$ cat src/rtl/gb_pkg.sv
// Shared LR35902 encodings: decode access classes, sequencer states, register fields.
package gb_pkg;

  localparam int unsigned CLS_W   = 3;
  localparam int unsigned STATE_W = 3;

  localparam logic [CLS_W-1:0] CLS_NONE   = 3'd0;
  localparam logic [CLS_W-1:0] CLS_IMM8   = 3'd1;
  localparam logic [CLS_W-1:0] CLS_IMM16  = 3'd2;
  localparam logic [CLS_W-1:0] CLS_RD_HL  = 3'd3;
  localparam logic [CLS_W-1:0] CLS_WR_HL  = 3'd4;
  localparam logic [CLS_W-1:0] CLS_HALT   = 3'd5;
  localparam logic [CLS_W-1:0] CLS_PREFIX = 3'd6;
  localparam logic [CLS_W-1:0] CLS_RMW_HL = 3'd7;

  localparam logic [STATE_W-1:0] S_FETCH    = 3'd0;
  localparam logic [STATE_W-1:0] S_CB_FETCH = 3'd1;
  localparam logic [STATE_W-1:0] S_IMM_LO   = 3'd2;
  localparam logic [STATE_W-1:0] S_IMM_HI   = 3'd3;
  localparam logic [STATE_W-1:0] S_MEM_RD   = 3'd4;
  localparam logic [STATE_W-1:0] S_MEM_WR   = 3'd5;
  localparam logic [STATE_W-1:0] S_INTERNAL = 3'd6;
  localparam logic [STATE_W-1:0] S_HALTED   = 3'd7;

  localparam logic [2:0] REG_B   = 3'b000;
  localparam logic [2:0] REG_C   = 3'b001;
  localparam logic [2:0] REG_D   = 3'b010;
  localparam logic [2:0] REG_E   = 3'b011;
  localparam logic [2:0] REG_H   = 3'b100;
  localparam logic [2:0] REG_L   = 3'b101;
  localparam logic [2:0] REG_MHL = 3'b110;
  localparam logic [2:0] REG_A   = 3'b111;

endpackage

$ cat src/rtl/cpu_sequencer_tstate_counter.sv
// T-state counter within an M-cycle; holds on the bus T-state while an access is stretched.
module tstate_counter #(
  parameter int unsigned T_PER_M = 4
) (
  input  logic       clk,
  input  logic       rst_n,
  input  logic       access,
  input  logic       mem_wait,
  output logic [1:0] tstate,
  output logic       sample_c,
  output logic       m_end
);

  localparam logic [1:0] T_BUS  = 2'(T_PER_M - 2);
  localparam logic [1:0] T_LAST = 2'(T_PER_M - 1);

  logic hold_c;

  always_comb begin
    hold_c   = access && mem_wait && (tstate == T_BUS);
    sample_c = (tstate == T_BUS) && !hold_c;
    m_end    = (tstate == T_LAST);
  end

  always_ff @(posedge clk or negedge rst_n) begin
    if (!rst_n) tstate <= 2'd0;
    else if (!hold_c) tstate <= tstate + 2'd1;
  end

endmodule

$ cat src/rtl/cpu_sequencer.sv
// Machine-cycle sequencer: fetch / operand / (HL) access / HALT flow around decode.
module cpu_sequencer
  import gb_pkg::*;
#(
  parameter int unsigned T_PER_M = 4
) (
  input  logic        clk,
  input  logic        rst_n,
  output logic [15:0] mem_addr,
  output logic        mem_rd,
  output logic        mem_wr,
  input  logic [7:0]  mem_rdata,
  input  logic        mem_wait,
  input  logic [15:0] pc,
  input  logic [15:0] hl,
  output logic        pc_inc,
  output logic [7:0]  ir,
  output logic        cb_prefix,
  input  logic [2:0]  dec_class,
  input  logic [1:0]  dec_internal,
  output logic [15:0] imm,
  output logic        exec_strobe,
  output logic        halted,
  input  logic        irq_pending,
  output logic [1:0]  tstate,
  output logic [2:0]  mcycle
);

  logic [STATE_W-1:0] state_q, state_d, tail_c;
  logic [CLS_W-1:0]   cls_q, cls_d, eff_cls_c;
  logic [1:0]         icnt_q, icnt_d;
  logic [2:0]         mcyc_q, mcyc_d;
  logic               fetch_st_c, pcinc_st_c, rd_st_c, wr_st_c, access_c;
  logic               sample_c, m_end_c;

  always_comb begin
    fetch_st_c = (state_q == S_FETCH) || (state_q == S_CB_FETCH);
    pcinc_st_c = fetch_st_c || (state_q == S_IMM_LO) || (state_q == S_IMM_HI);
    rd_st_c    = pcinc_st_c || (state_q == S_MEM_RD);
    wr_st_c    = (state_q == S_MEM_WR);
    access_c   = rd_st_c || wr_st_c;
  end

  tstate_counter #(.T_PER_M(T_PER_M)) u_tstate (
    .clk      (clk),
    .rst_n    (rst_n),
    .access   (access_c),
    .mem_wait (mem_wait),
    .tstate   (tstate),
    .sample_c (sample_c),
    .m_end    (m_end_c)
  );

  // Address must track pc/hl in the same T-state, so it is decoded from state.
  always_comb begin
    mem_addr = 16'h0000;
    if (pcinc_st_c) mem_addr = pc;
    else if ((state_q == S_MEM_RD) || wr_st_c) mem_addr = hl;
  end

  always_comb begin
    state_d     = state_q;
    cls_d       = cls_q;
    icnt_d      = icnt_q;
    mcyc_d      = mcyc_q;
    exec_strobe = 1'b0;
    tail_c      = (icnt_q == 2'd0) ? S_FETCH : S_INTERNAL;
    eff_cls_c   = dec_class;
    // A second prefix or HALT on the CB page has no meaning; run it as a plain op.
    if ((state_q == S_CB_FETCH) && ((dec_class == CLS_PREFIX) || (dec_class == CLS_HALT)))
      eff_cls_c = CLS_NONE;
    if (m_end_c) begin
      mcyc_d = mcyc_q + 3'd1;
      case (state_q)
        S_FETCH, S_CB_FETCH: begin
          cls_d  = eff_cls_c;
          icnt_d = dec_internal;
          case (eff_cls_c)
            CLS_IMM8, CLS_IMM16:   state_d = S_IMM_LO;
            CLS_RD_HL, CLS_RMW_HL: state_d = S_MEM_RD;
            CLS_WR_HL:             state_d = S_MEM_WR;
            CLS_HALT:              state_d = S_HALTED;
            CLS_PREFIX:            state_d = S_CB_FETCH;
            default:               state_d = (dec_internal == 2'd0) ? S_FETCH : S_INTERNAL;
          endcase
        end
        S_IMM_LO:  state_d = (cls_q == CLS_IMM16) ? S_IMM_HI : tail_c;
        S_MEM_RD:  state_d = (cls_q == CLS_RMW_HL) ? S_MEM_WR : tail_c;
        S_IMM_HI, S_MEM_WR: state_d = tail_c;
        S_INTERNAL: begin
          icnt_d  = icnt_q - 2'd1;
          state_d = (icnt_q <= 2'd1) ? S_FETCH : S_INTERNAL;
        end
        S_HALTED:  state_d = irq_pending ? S_FETCH : S_HALTED;
        default:   state_d = S_FETCH;
      endcase
      if ((state_d == S_FETCH) || (state_d == S_HALTED)) begin
        mcyc_d      = 3'd0;
        exec_strobe = (state_q != S_HALTED);
      end
    end
  end

  always_ff @(posedge clk or negedge rst_n) begin
    if (!rst_n) begin
      state_q   <= S_FETCH;
      cls_q     <= CLS_NONE;
      icnt_q    <= 2'd0;
      mcyc_q    <= 3'd0;
      ir        <= 8'h00;
      cb_prefix <= 1'b0;
      imm       <= 16'h0000;
      mem_rd    <= 1'b0;
      mem_wr    <= 1'b0;
      pc_inc    <= 1'b0;
      halted    <= 1'b0;
    end else begin
      state_q <= state_d;
      cls_q   <= cls_d;
      icnt_q  <= icnt_d;
      mcyc_q  <= mcyc_d;
      pc_inc  <= sample_c && pcinc_st_c;
      // Strobes rise entering T1 and fall on the edge that samples read data.
      if (tstate == 2'd0) begin
        mem_rd <= rd_st_c;
        mem_wr <= wr_st_c;
      end else if (sample_c) begin
        mem_rd <= 1'b0;
        mem_wr <= 1'b0;
      end
      if (sample_c) begin
        case (state_q)
          S_FETCH:    begin ir <= mem_rdata; cb_prefix <= 1'b0; end
          S_CB_FETCH: begin ir <= mem_rdata; cb_prefix <= 1'b1; end
          S_IMM_LO: begin
            imm[7:0] <= mem_rdata;
            if (cls_q == CLS_IMM8) imm[15:8] <= 8'h00;
          end
          S_IMM_HI:   imm[15:8] <= mem_rdata;
          S_MEM_RD:   imm[7:0]  <= mem_rdata;
          default:    ;
        endcase
      end
      if (m_end_c) halted <= (state_d == S_HALTED);
    end
  end

  assign mcycle = mcyc_q;

endmodule

$ cat config.mk
export PLATFORM = sky130hd
export DESIGN_NAME = cpu_sequencer
export DESIGN_NICKNAME = d
export VERILOG_FILES = /design/src/rtl/gb_pkg.sv /design/src/rtl/cpu_sequencer_tstate_counter.sv /design/src/rtl/cpu_sequencer.sv
export SDC_FILE = /design/constraint.sdc
export NUM_CORES = 1
export LEC_CHECK = 0
export CAP_MARGIN = 40
export CORE_MARGIN = 3
export CORE_UTILIZATION = 35
export CTS_CLUSTER_SIZE = 25
export DETAILED_ROUTE_END_ITERATION = 10
export PLACE_DENSITY = 0.79
export SLEW_MARGIN = 20
export SYNTH_ARGS = -nofsm -noshare
export SYNTH_HDL_FRONTEND = slang
export SYNTH_SLANG_ARGS = --single-unit
$ cat constraint.sdc
create_clock -name clk -period 2.2 [get_ports clk]
set_clock_uncertainty 0.15 [all_clocks]
set_input_delay 0.44 -clock clk [delete_from_list [all_inputs] [get_ports clk]]
set_output_delay 0.44 -clock clk [all_outputs]
set_load 0.02 [all_outputs]
=== Yosys cells after proc, flatten, opt, wreduce, memory -nomap -nowiden ===
Index checks and enable logic that the tools add are counted.

* Output and inout port bits: 51
* Input port bits: 49
* Word-level logic and storage cells: 99
* Flip-flop bits (word level): 42

* Equality and inequality tests: 25
* Mux-type cells: 23
* Reductions and logical operators: 34
* Add/subtract/negate cells: 3
* Magnitude comparators: 1

{| class="wikitable"
|+ Operators with widths
! operator !! number
|-
| == test 3 bit, second input constant || 13
|-
| two-way mux 16 bit || 2
|-
| two-way mux 3 bit || 10
|-
| one-hot mux 3 bit (6 select lines) || 1
|-
| one-hot mux 8 bit (2 select lines) || 1
|-
| == test 3 x 2 -> 1 bit, second input constant || 5
|-
| one-hot mux 3 bit (5 select lines) || 1
|-
| AND reduction 2 bit || 5
|-
| OR reduction 2 bit || 5
|-
| == test 3 x 1 -> 1 bit, second input constant || 3
|-
| logical OR 1 bit || 8
|-
| two-way mux 8 bit || 1
|-
| nonzero test 2 bit || 4
|-
| zero test 2 bit || 3
|-
| zero test 3 bit || 2
|-
| logical AND 1 bit || 5
|-
| two-way mux 1 bit || 5
|-
| == test 2 bit, second input constant || 2
|-
| one-hot mux 2 bit (2 select lines) || 1
|-
| adder 3 x 1 -> 3 bit, second input constant || 1
|-
| inequality test 3 bit, second input constant || 1
|-
| AND reduction 3 bit || 1
|-
| adder 2 x 1 -> 2 bit, second input constant || 1
|-
| less-or-equal comparator 2 x 1 -> 1 bit, second input constant || 1
|-
| other kinds (4) || 4
|}

=== Depth between registers and ports, before layout ===
Gate-level depths: netlist of the first run.

* Word-level depth: 13
* Depth in mapped cells: 9
* Mapped depth without buffers: 8

=== Cells and area by module ===
From an unflattened synthesis of the first run, not the netlist that was laid out.

* Cell total of the unflattened synthesis: 246
* Area total of the unflattened synthesis: 2311.0 µm²

{| class="wikitable"
|+ Modules (own cells, without submodules)
! module !! seq. area each (µm²) !! cells each !! area an instance (µm²) !! instances
|-
| cpu_sequencer || 1001.0 || 236 || 2192.1 || 1
|-
| tstate_counter || 50.0 || 10 || 118.9 || 1
|}

=== Worst setup path before layout of the first run ===
OpenSTA, ideal clock, no wires.

* Path kind: register to output
* Start point: reg icnt_q[0]
* End point: out exec_strobe
* Arrival time: 2.070 ns
* Buffers on the path: 0
* Setup slack: -0.460 ns
* Stages on the path, launching flop included: 8
* Required time: 1.610 ns
* Cell sequence: dfrtp_1 inv_1 ha_1 a211oi_1 a21oi_1 o21a_1 or4_4 a21oi_1

* Word-level cells in the longest chain between the ends: 9
* Elaborated cells on any way between the ends: 13
* Those cells by class: order compare: 1; eq/ne: 1; mux: 8; reduce/logical: 3

{| class="wikitable"
|+ Ends and longest elaborated chain
! item !! RTL line !! RTL
|-
| start, declared || cpu_sequencer.sv:31 || <nowiki>logic [1:0] icnt_q, icnt_d;</nowiki>
|-
| start signal, assigned || cpu_sequencer.sv:120 || <nowiki>icnt_q <= icnt_d;</nowiki>
|-
| zero test 2 bit || cpu_sequencer.sv:67 || <nowiki>tail_c = (icnt_q == 2'd0) ? S_FETCH : S_INTERNAL;</nowiki>
|-
| two-way mux 3 bit || cpu_sequencer.sv:67 ||
|-
| two-way mux 3 bit (on tied branches) || cpu_sequencer.sv:88, cpu_sequencer.sv:87 ||
|-
| one-hot mux 3 bit (6 select lines) (*) || cpu_sequencer.sv:74 || <nowiki>case (state_q)</nowiki>
|-
| two-way mux 3 bit (*) || cpu_sequencer.sv:72 || <nowiki>if (m_end_c) begin</nowiki>
|-
| == test 3 bit / zero test 3 bit (equally long branches) || cpu_sequencer.sv:97 || <nowiki>if ((state_d == S_FETCH) || (state_d == S_HALTED)) begin</nowiki>
|-
| logical OR 1 bit (*) || cpu_sequencer.sv:97 ||
|-
| two-way mux 1 bit (*) || cpu_sequencer.sv:97 ||
|-
| two-way mux 1 bit (*) || cpu_sequencer.sv:72 ||
|-
| end, declared || cpu_sequencer.sv:22 || <nowiki>output logic exec_strobe,</nowiki>
|}

Every way passes the cells marked *; elsewhere a longest branch is shown, timed or not. The select of a mux whose other input is x is not followed.

=== Final worst setup path of the first run ===
* Start point: reg state_q[2]
* End point: out exec_strobe

* Word-level cells in the longest chain between the ends: 12
* Elaborated cells on any way between the ends: 30
* Those cells by class: eq/ne: 16; mux: 6; reduce/logical: 8

{| class="wikitable"
|+ Ends and longest elaborated chain
! item !! RTL line !! RTL
|-
| start, declared || cpu_sequencer.sv:29 || <nowiki>logic [STATE_W-1:0] state_q, state_d, tail_c;</nowiki>
|-
| start signal, assigned || cpu_sequencer.sv:118 || <nowiki>state_q <= state_d;</nowiki>
|-
| == test 3 x 1 -> 1 bit || cpu_sequencer.sv:70, cpu_sequencer.sv:74 ||
|-
| logical AND 1 bit || cpu_sequencer.sv:70 || <nowiki>if ((state_q == S_CB_FETCH) && ((dec_class == CLS_PREFIX) || (dec_class == CLS_HALT)))</nowiki>
|-
| two-way mux 3 bit || cpu_sequencer.sv:70 ||
|-
| == test 3 x 2 -> 1 bit (tied with other cells) || cpu_sequencer.sv:78 || <nowiki>case (eff_cls_c)</nowiki>
|-
| OR reduction 2 bit || cpu_sequencer.sv:78 ||
|-
| one-hot mux 3 bit (5 select lines) || cpu_sequencer.sv:78 ||
|-
| one-hot mux 3 bit (6 select lines) || cpu_sequencer.sv:74 ||
|-
| two-way mux 3 bit || cpu_sequencer.sv:72 ||
|-
| == test 3 bit / zero test 3 bit (equally long branches) || cpu_sequencer.sv:97 ||
|-
| logical OR 1 bit || cpu_sequencer.sv:97 ||
|-
| two-way mux 1 bit (*) || cpu_sequencer.sv:97 ||
|-
| two-way mux 1 bit (*) || cpu_sequencer.sv:72 ||
|}

Marked as above.

==> flow_summary.json, run 1 <==
{
  "pwr-share-comb": 0.662,
  "fin_setup_tns_ns": -1.30,
  "ys_types": 47,
  "setup_ws_ns": -0.730,
  "cp_slowest_cell": "or4_4",
  "die_area_mm2": 0.00749,
  "status": "finished, violations left",
  "drive_gt1_frac": 0.295,
  "violations": "negative setup slack",
  "post_dp_cell_area_mm2": 0.00361,
  "clk_path_buf_depth": 2,
  "first_global_vias": 2332,
  "synthTopCellsByArea": "dfrtp_1 (46%), mux2_2 (8.4%), a22o_1 (6.2%), nand2_1 (5.5%), o21ai_0 (4.6%)",
  "max-vdd-ir-drop_uv": 696,
  "switching_share": 0.421,
  "place_congestion": 0.886,
  "vias": 2283,
  "pwr-share-seq": 0.251,
  "fp.dieH_um": 86.6,
  "synth_ff_type": "dfrtp_1",
  "h-tree-depth": 2,
  "cts_inserted_buffers": 5,
  "cp_cell_sequence": "buf_6 > nor4b_4 > o211ai_1 > o22ai_1 > nor2_1 > or4_4 > a21oi_4 > buf_6",
  "slew_violations": 0,
  "r2r_slack_ns": -0.31,
  "area_growth_pct": 67.2,
  "cp-end-kind": "output pin",
  "netSwitchingPower_w": 0.00234,
  "required_ns": 1.61,
  "synth_edf_count": 0,
  "holdWs_ns": 0.0491,
  "fin_nets": 427,
  "syn_area_mm2": 0.00227,
  "slowest_delay_ns": 0.55,
  "cpMostUsedCell": "buf_6",
  "power_leakage_nw": 1.68,
  "syn_inst": 229,
  "hold_buffers": 0,
  "clkLatencyLatePin_ns": 0.29,
  "drv_cap": 0,
  "nFillCells": 508,
  "avgSynthCellArea_um2": 9.92,
  "reg2reg_to": "mcycle[1]",
  "ant_nets": 0,
  "path_max_fanout": 2,
  "grt_pass1_wl_um": 10300,
  "post-route-min-period_ns": 2.93,
  "vias_per_cell": 5.10,
  "fin_area_mm2": 0.00380,
  "critPathKind": "reg -> out",
  "arrival_ns": 2.34,
  "yosys_warnings": 0,
  "wl_per_cell_um": 14.4,
  "syn_nets": 284,
  "rsz0062_at_grt": "true",
  "post-place-ws_ns": -1.32,
  "synth_top_area_share": 0.463,
  "start_util": 0.373,
  "timing.rr.start": "state_q[2]",
  "path_clk_slew_ns": 0.08,
  "dr.first_iter.drc_count": 79,
  "synth_top_area_cell": "dfrtp_1",
  "cts_tree": "yes",
  "setup_viol": 3,
  "slew_headroom": 0.654,
  "drc": 0,
  "powerDensity_mw_per_mm2": 1460,
  "hold_class": "in -> async",
  "grt_max_degree": 43,
  "cts_sinks": 42,
  "clock-root-buffer": "clkbuf_8",
  "die_w_um": 86.6,
  "num_io_pins": 100,
  "hold_viol_final": 0,
  "grt_overflow": 0,
  "tightest_slew_ns": 0.519,
  "seq_area_frac_synth": 0.463,
  "routed_wl_um": 6470,
  "first_pass_iters": 4,
  "max_freq_mhz": 341,
  "fp-row-count": 28,
  "antenna_found_initial": 0,
  "portBuffers": 99,
  "startpoint_type": "flip-flop",
  "pwr-share-clk": 0.087,
  "reg2regPathDepth": 9,
  "num_antenna_cells": 0,
  "yosys.cell_count.top_type": "dfrtp_1",
  "timing.final.crit_share": 1.33,
  "synth.ff_latch_count": 42,
  "synth_common_cells": "dfrtp_1 (42), nand2_1 (33), o21ai_0 (21)",
  "internal_power_w": 0.00322,
  "async_flop_share": 1.00,
  "design.core.area_mm2": 0.00610,
  "track_usage": 0.174,
  "hpwlAfterDp_um": 4860
}
placed cells by master (no fill, tap or decap), drive strengths merged, types with 2 or more instances in the layout:
cell / instances
dfrtp: 42
nand2: 33
nor2b: 4
clkinv: 3
nor3: 7
inv: 7
a21o: 2
o21ai: 21
a211oi: 2
buf: 67
nor2: 14
nand3: 4
clkbuf: 6
o22ai: 2
xnor2: 3
a22o: 16
clkdlybuf4s50: 78
o21a: 2
dlygate4sd2: 3
a21oi: 6
a31oi: 2
mux2: 17
ha: 6
o211ai: 3
nand2b: 2
power groups by stage:
stage | registers (W) | clock network (W) | logic [W]
3_5_place_dp | 0.00140 | 0 | 0.00344
5_1_grt | 0.00145 | 0.000529 | 0.00396
4_1_cts | 0.00140 | 0.000504 | 0.00358
6_report | 0.00139 | 0.000485 | 0.00368
2_1_floorplan | 0.00167 | 0 | 0.00148
3_3_place_gp | 0.00138 | 0 | 0.00336
cell type report:
type                            instances  area, um^2  area share
Clock buffer                            6        72.6      0.0191
Clock inverter                          2        13.8     0.00362
Inverter                                8        30.0     0.00790
Multi-Input combinational cell        167        1220       0.321
Sequential cell                        42        1050       0.278
Tap cell                               75        93.8      0.0247
Timing Repair Buffer                  148        1310       0.346
routing by layer:
| metal | up-vias | wire [um] | global-route usage |
|---|---|---|---|
| li1 | 1117 | - | - |
| met1 | 1058 | 2600 | 0.206 |
| met2 | 96 | 3270 | 0.299 |
| met3 | 12 | 484 | 0.0599 |
| met4 | 0 | 119 | 0.0538 |
| met5 | - | 0 | 0 |
logic make-up after synthesis:
group           after synthesis  share of synthesized area
mux                          18                     0.0887
buf+inv                      20                     0.0396
compound gates               66                      0.203
flops                        42                      0.463
xor+xnor                      4                     0.0154
fa+ha+maj                     7                     0.0374
simple gates                 72                      0.153
flip-flops by register name, summed over array words and instances (netlist names):
name	count
mem_wr	1
cb_prefix	1
cls_q	3
imm	16
halted	1
state_q	3
u_tstate.tstate	2
mem_rd	1
ir	8
pc_inc	1
icnt_q	2
mcycle	3
metrics by stage:
step,total power (W),std cells,util
after floorplan,0.00315,229,-
after global placement,0.00474,431,0.592
after detailed placement,0.00484,431,0.592
after CTS,0.00548,444,0.625
after global routing,0.00594,448,0.623
final,0.00556,448,0.623
worst max path at each step:
stage | to | depth (start not counted) | start
6_report | exec_strobe | 8 | state_q[2]
5_1_grt | exec_strobe | 11 | state_q[2]
4_1_cts | exec_strobe | 8 | state_q[2]
3_5_place_dp | exec_strobe | 7 | dec_class[0]
3_3_place_gp | exec_strobe | 7 | dec_class[0]
2_1_floorplan | exec_strobe | 7 | icnt_q[0]
timing repair:
action                     4_1_cts  5_1_grt
pin swaps                        6        6
resized for setup               75       23
setup buffers                    5        4
gates cloned                     0        0
setup endpoints to repair       21       25
critical path, delay by kind of cell (launching register included):
| kind | cells | cell delay [ns] |
|---|---|---|
| AO/OA/AOI/OAI | 3 | 0.46 |
| buffers and inverters | 2 | 0.26 |
| flip-flops | 1 | 0.43 |
| AND/OR/NAND/NOR | 3 | 0.89 |
(Power assumes the default switching activity.)
==> run 2, diff against run 1 <==
--- a/config.mk
+++ b/config.mk
@@ -5,6 +5,7 @@
 export SDC_FILE = /design/constraint.sdc
 export NUM_CORES = 1
 export LEC_CHECK = 0
+export ABC_CLOCK_PERIOD_IN_PS = 2200
 export CAP_MARGIN = 40
 export CORE_MARGIN = 3
 export CORE_UTILIZATION = 35
==> results of run 2 <==
Final layout, timing and power as in run 1 (identical DEF).
==> run 3, diff against run 2 <==
--- a/config.mk
+++ b/config.mk
@@ -8,10 +8,10 @@
 export ABC_CLOCK_PERIOD_IN_PS = 2200
 export CAP_MARGIN = 40
 export CORE_MARGIN = 3
-export CORE_UTILIZATION = 35
+export CORE_UTILIZATION = 38
 export CTS_CLUSTER_SIZE = 25
 export DETAILED_ROUTE_END_ITERATION = 10
-export PLACE_DENSITY = 0.79
+export PLACE_DENSITY = 0.85
 export SLEW_MARGIN = 20
 export SYNTH_ARGS = -nofsm -noshare
 export SYNTH_HDL_FRONTEND = slang
==> run 3 against run 2 <==
Effect of this change: the flow still finishes with violations (negative setup slack); critical path depth shrank 1; cell count shrank 1.8%; non-clock buffer count down 5.
==> flow_summary.json, run 3 (synthesis gave the netlist of run 1 again) <==
{
  "final_cells": 440,
  "design.core.area_mm2": 0.00564,
  "setup_viol": 19,
  "largest_register_ffs": 16,
  "post-route-min-period_ns": 2.95,
  "reg2reg_to": "mcycle[1]",
  "arrival_ns": 2.36,
  "path_clk_slew_ns": 0.08,
  "final_cell_mix": "clkdlybuf4s50_1 (78), buf_4 (39), dfrtp_1 (38)",
  "die_w_um": 83.3,
  "ant_nets": 0,
  "cp-end-kind": "output pin",
  "slew_violations": 0,
  "fp.dieH_um": 83.3,
  "clkLatencyLatePin_ns": 0.30,
  "hold_viol_final": 0,
  "grt_max_degree": 43,
  "grt_pass1_wl_um": 11100,
  "slew_headroom": 0.648,
  "vias_per_cell": 5.27,
  "drc": 0,
  "finalPower_w": 0.00557,
  "power_leakage_nw": 1.63,
  "max_freq_mhz": 338,
  "post-place-ws_ns": -1.30,
  "startpoint_type": "flip-flop",
  "powerDensity_mw_per_mm2": 1460,
  "cts_tree": "yes",
  "area_growth_pct": 67.5,
  "max-vdd-ir-drop_uv": 648,
  "die_area_mm2": 0.00694,
  "place_congestion": 0.868,
  "timing.rr.start": "state_q[0]",
  "wl_per_cell_um": 15.5,
  "setup_ws_ns": -0.754,
  "first_pass_iters": 4,
  "tightest_slew_ns": 0.528,
  "clock-root-buffer": "clkbuf_8",
  "first_global_vias": 2378,
  "status": "finished, violations left",
  "layout.cells.most_common": "clkdlybuf4s50_1",
  "nFillCells": 412,
  "portBuffers": 99,
  "grt_overflow": 0,
  "num_io_pins": 100,
  "timing.final.crit_share": 1.34,
  "r2r_slack_ns": -0.10,
  "h-tree-depth": 2,
  "top_register": "imm",
  "start_util": 0.403,
  "critPathKind": "reg -> out",
  "reg2regPathDepth": 6,
  "path_max_fanout": 9,
  "fin_nets": 422,
  "hold_class": "in -> async",
  "cts_inserted_buffers": 5,
  "hpwlAfterDp_um": 4900,
  "required_ns": 1.61,
  "vias": 2319,
  "fp-row-count": 27,
  "cts_sinks": 42,
  "routed_wl_um": 6830,
  "dr.first_iter.drc_count": 128,
  "num_antenna_cells": 0,
  "track_usage": 0.196,
  "largestRegisters": "imm x16, ir x8",
  "violations": "negative setup slack",
  "rsz0062_at_grt": "true",
  "drive_gt1_frac": 0.280,
  "dp_cells": 426,
  "antenna_found_initial": 0,
  "hold_buffers": 0,
  "fin_setup_tns_ns": -1.22,
  "clk_path_buf_depth": 2,
  "drv_cap": 0
}
==> run 3: changes by cell type in the layout (fill, tap and decap cells not counted), sizes merged <==
cell and delta:
buf -21, clkdlybuf4s15 +16
==> run 3: final cells by class <==
| class | count | area (um^2) | share of cell area |
|---|---|---|---|
| clock inverters | 2 | 13.8 | 0.00362 |
| multi-input cells | 167 | 1190 | 0.313 |
| inverters | 8 | 30.0 | 0.00789 |
| flip-flops and latches | 42 | 1060 | 0.277 |
| well taps | 72 | 90.1 | 0.0237 |
| clock buffers | 6 | 72.6 | 0.0191 |
| repair buffers | 143 | 1350 | 0.355 |
==> run 3: how the worst max path moves through the flow <==
stage                        to          from  cells past startpoint  slack [ns]
detailed placement  exec_strobe  dec_class[1]                      7       -1.30
CTS                 exec_strobe    state_q[2]                      8       -0.71
global route        exec_strobe    state_q[2]                     10       -0.86
finish              exec_strobe    state_q[0]                      7       -0.75
global placement    exec_strobe  dec_class[1]                      7       -1.27
floorplan           exec_strobe     icnt_q[0]                      7       -0.25
==> run 3: critical path, stage by stage (launching register included) <==
cell and delay (ns):
dfrtp_2 0.49, buf_4 0.18, a2111o_1 0.36, nand3_1 0.12
nand2_1 0.08, or4_4 0.56, a21oi_4 0.14, buf_6 0.13
==> run 3: timing repair <==
item                       in CTS  in global routing
buffers inserted                4                  2
pin swaps                       7                  2
resized for setup              69                  6
setup endpoints to repair      21                 44
==> run 3: report_power, final <==
group	switching, W	internal (W)	total [W]
logic	0.00183	0.00185	0.00367
clock network	0.000281	0.000224	0.000505
registers	0.000269	0.00112	0.00139
==> run 3: per-layer routing <==
metal	global-route usage	vias up	wire length, um
li1	-	1104	-
met1	0.215	1118	2660
met2	0.370	88	3630
met3	0.0427	9	415
met4	0.0654	0	116
met5	0	-	0
==> run 3: stage by stage <==
step	util	hold WS [ns]	area, um^2
after floorplan	-	-0.00559	2290
after global placement	0.637	0.310	3590
after detailed placement	0.637	0.320	3590
after CTS	0.668	0.0540	3770
after global routing	0.675	0.0866	3810
final	0.675	0.0365	3810
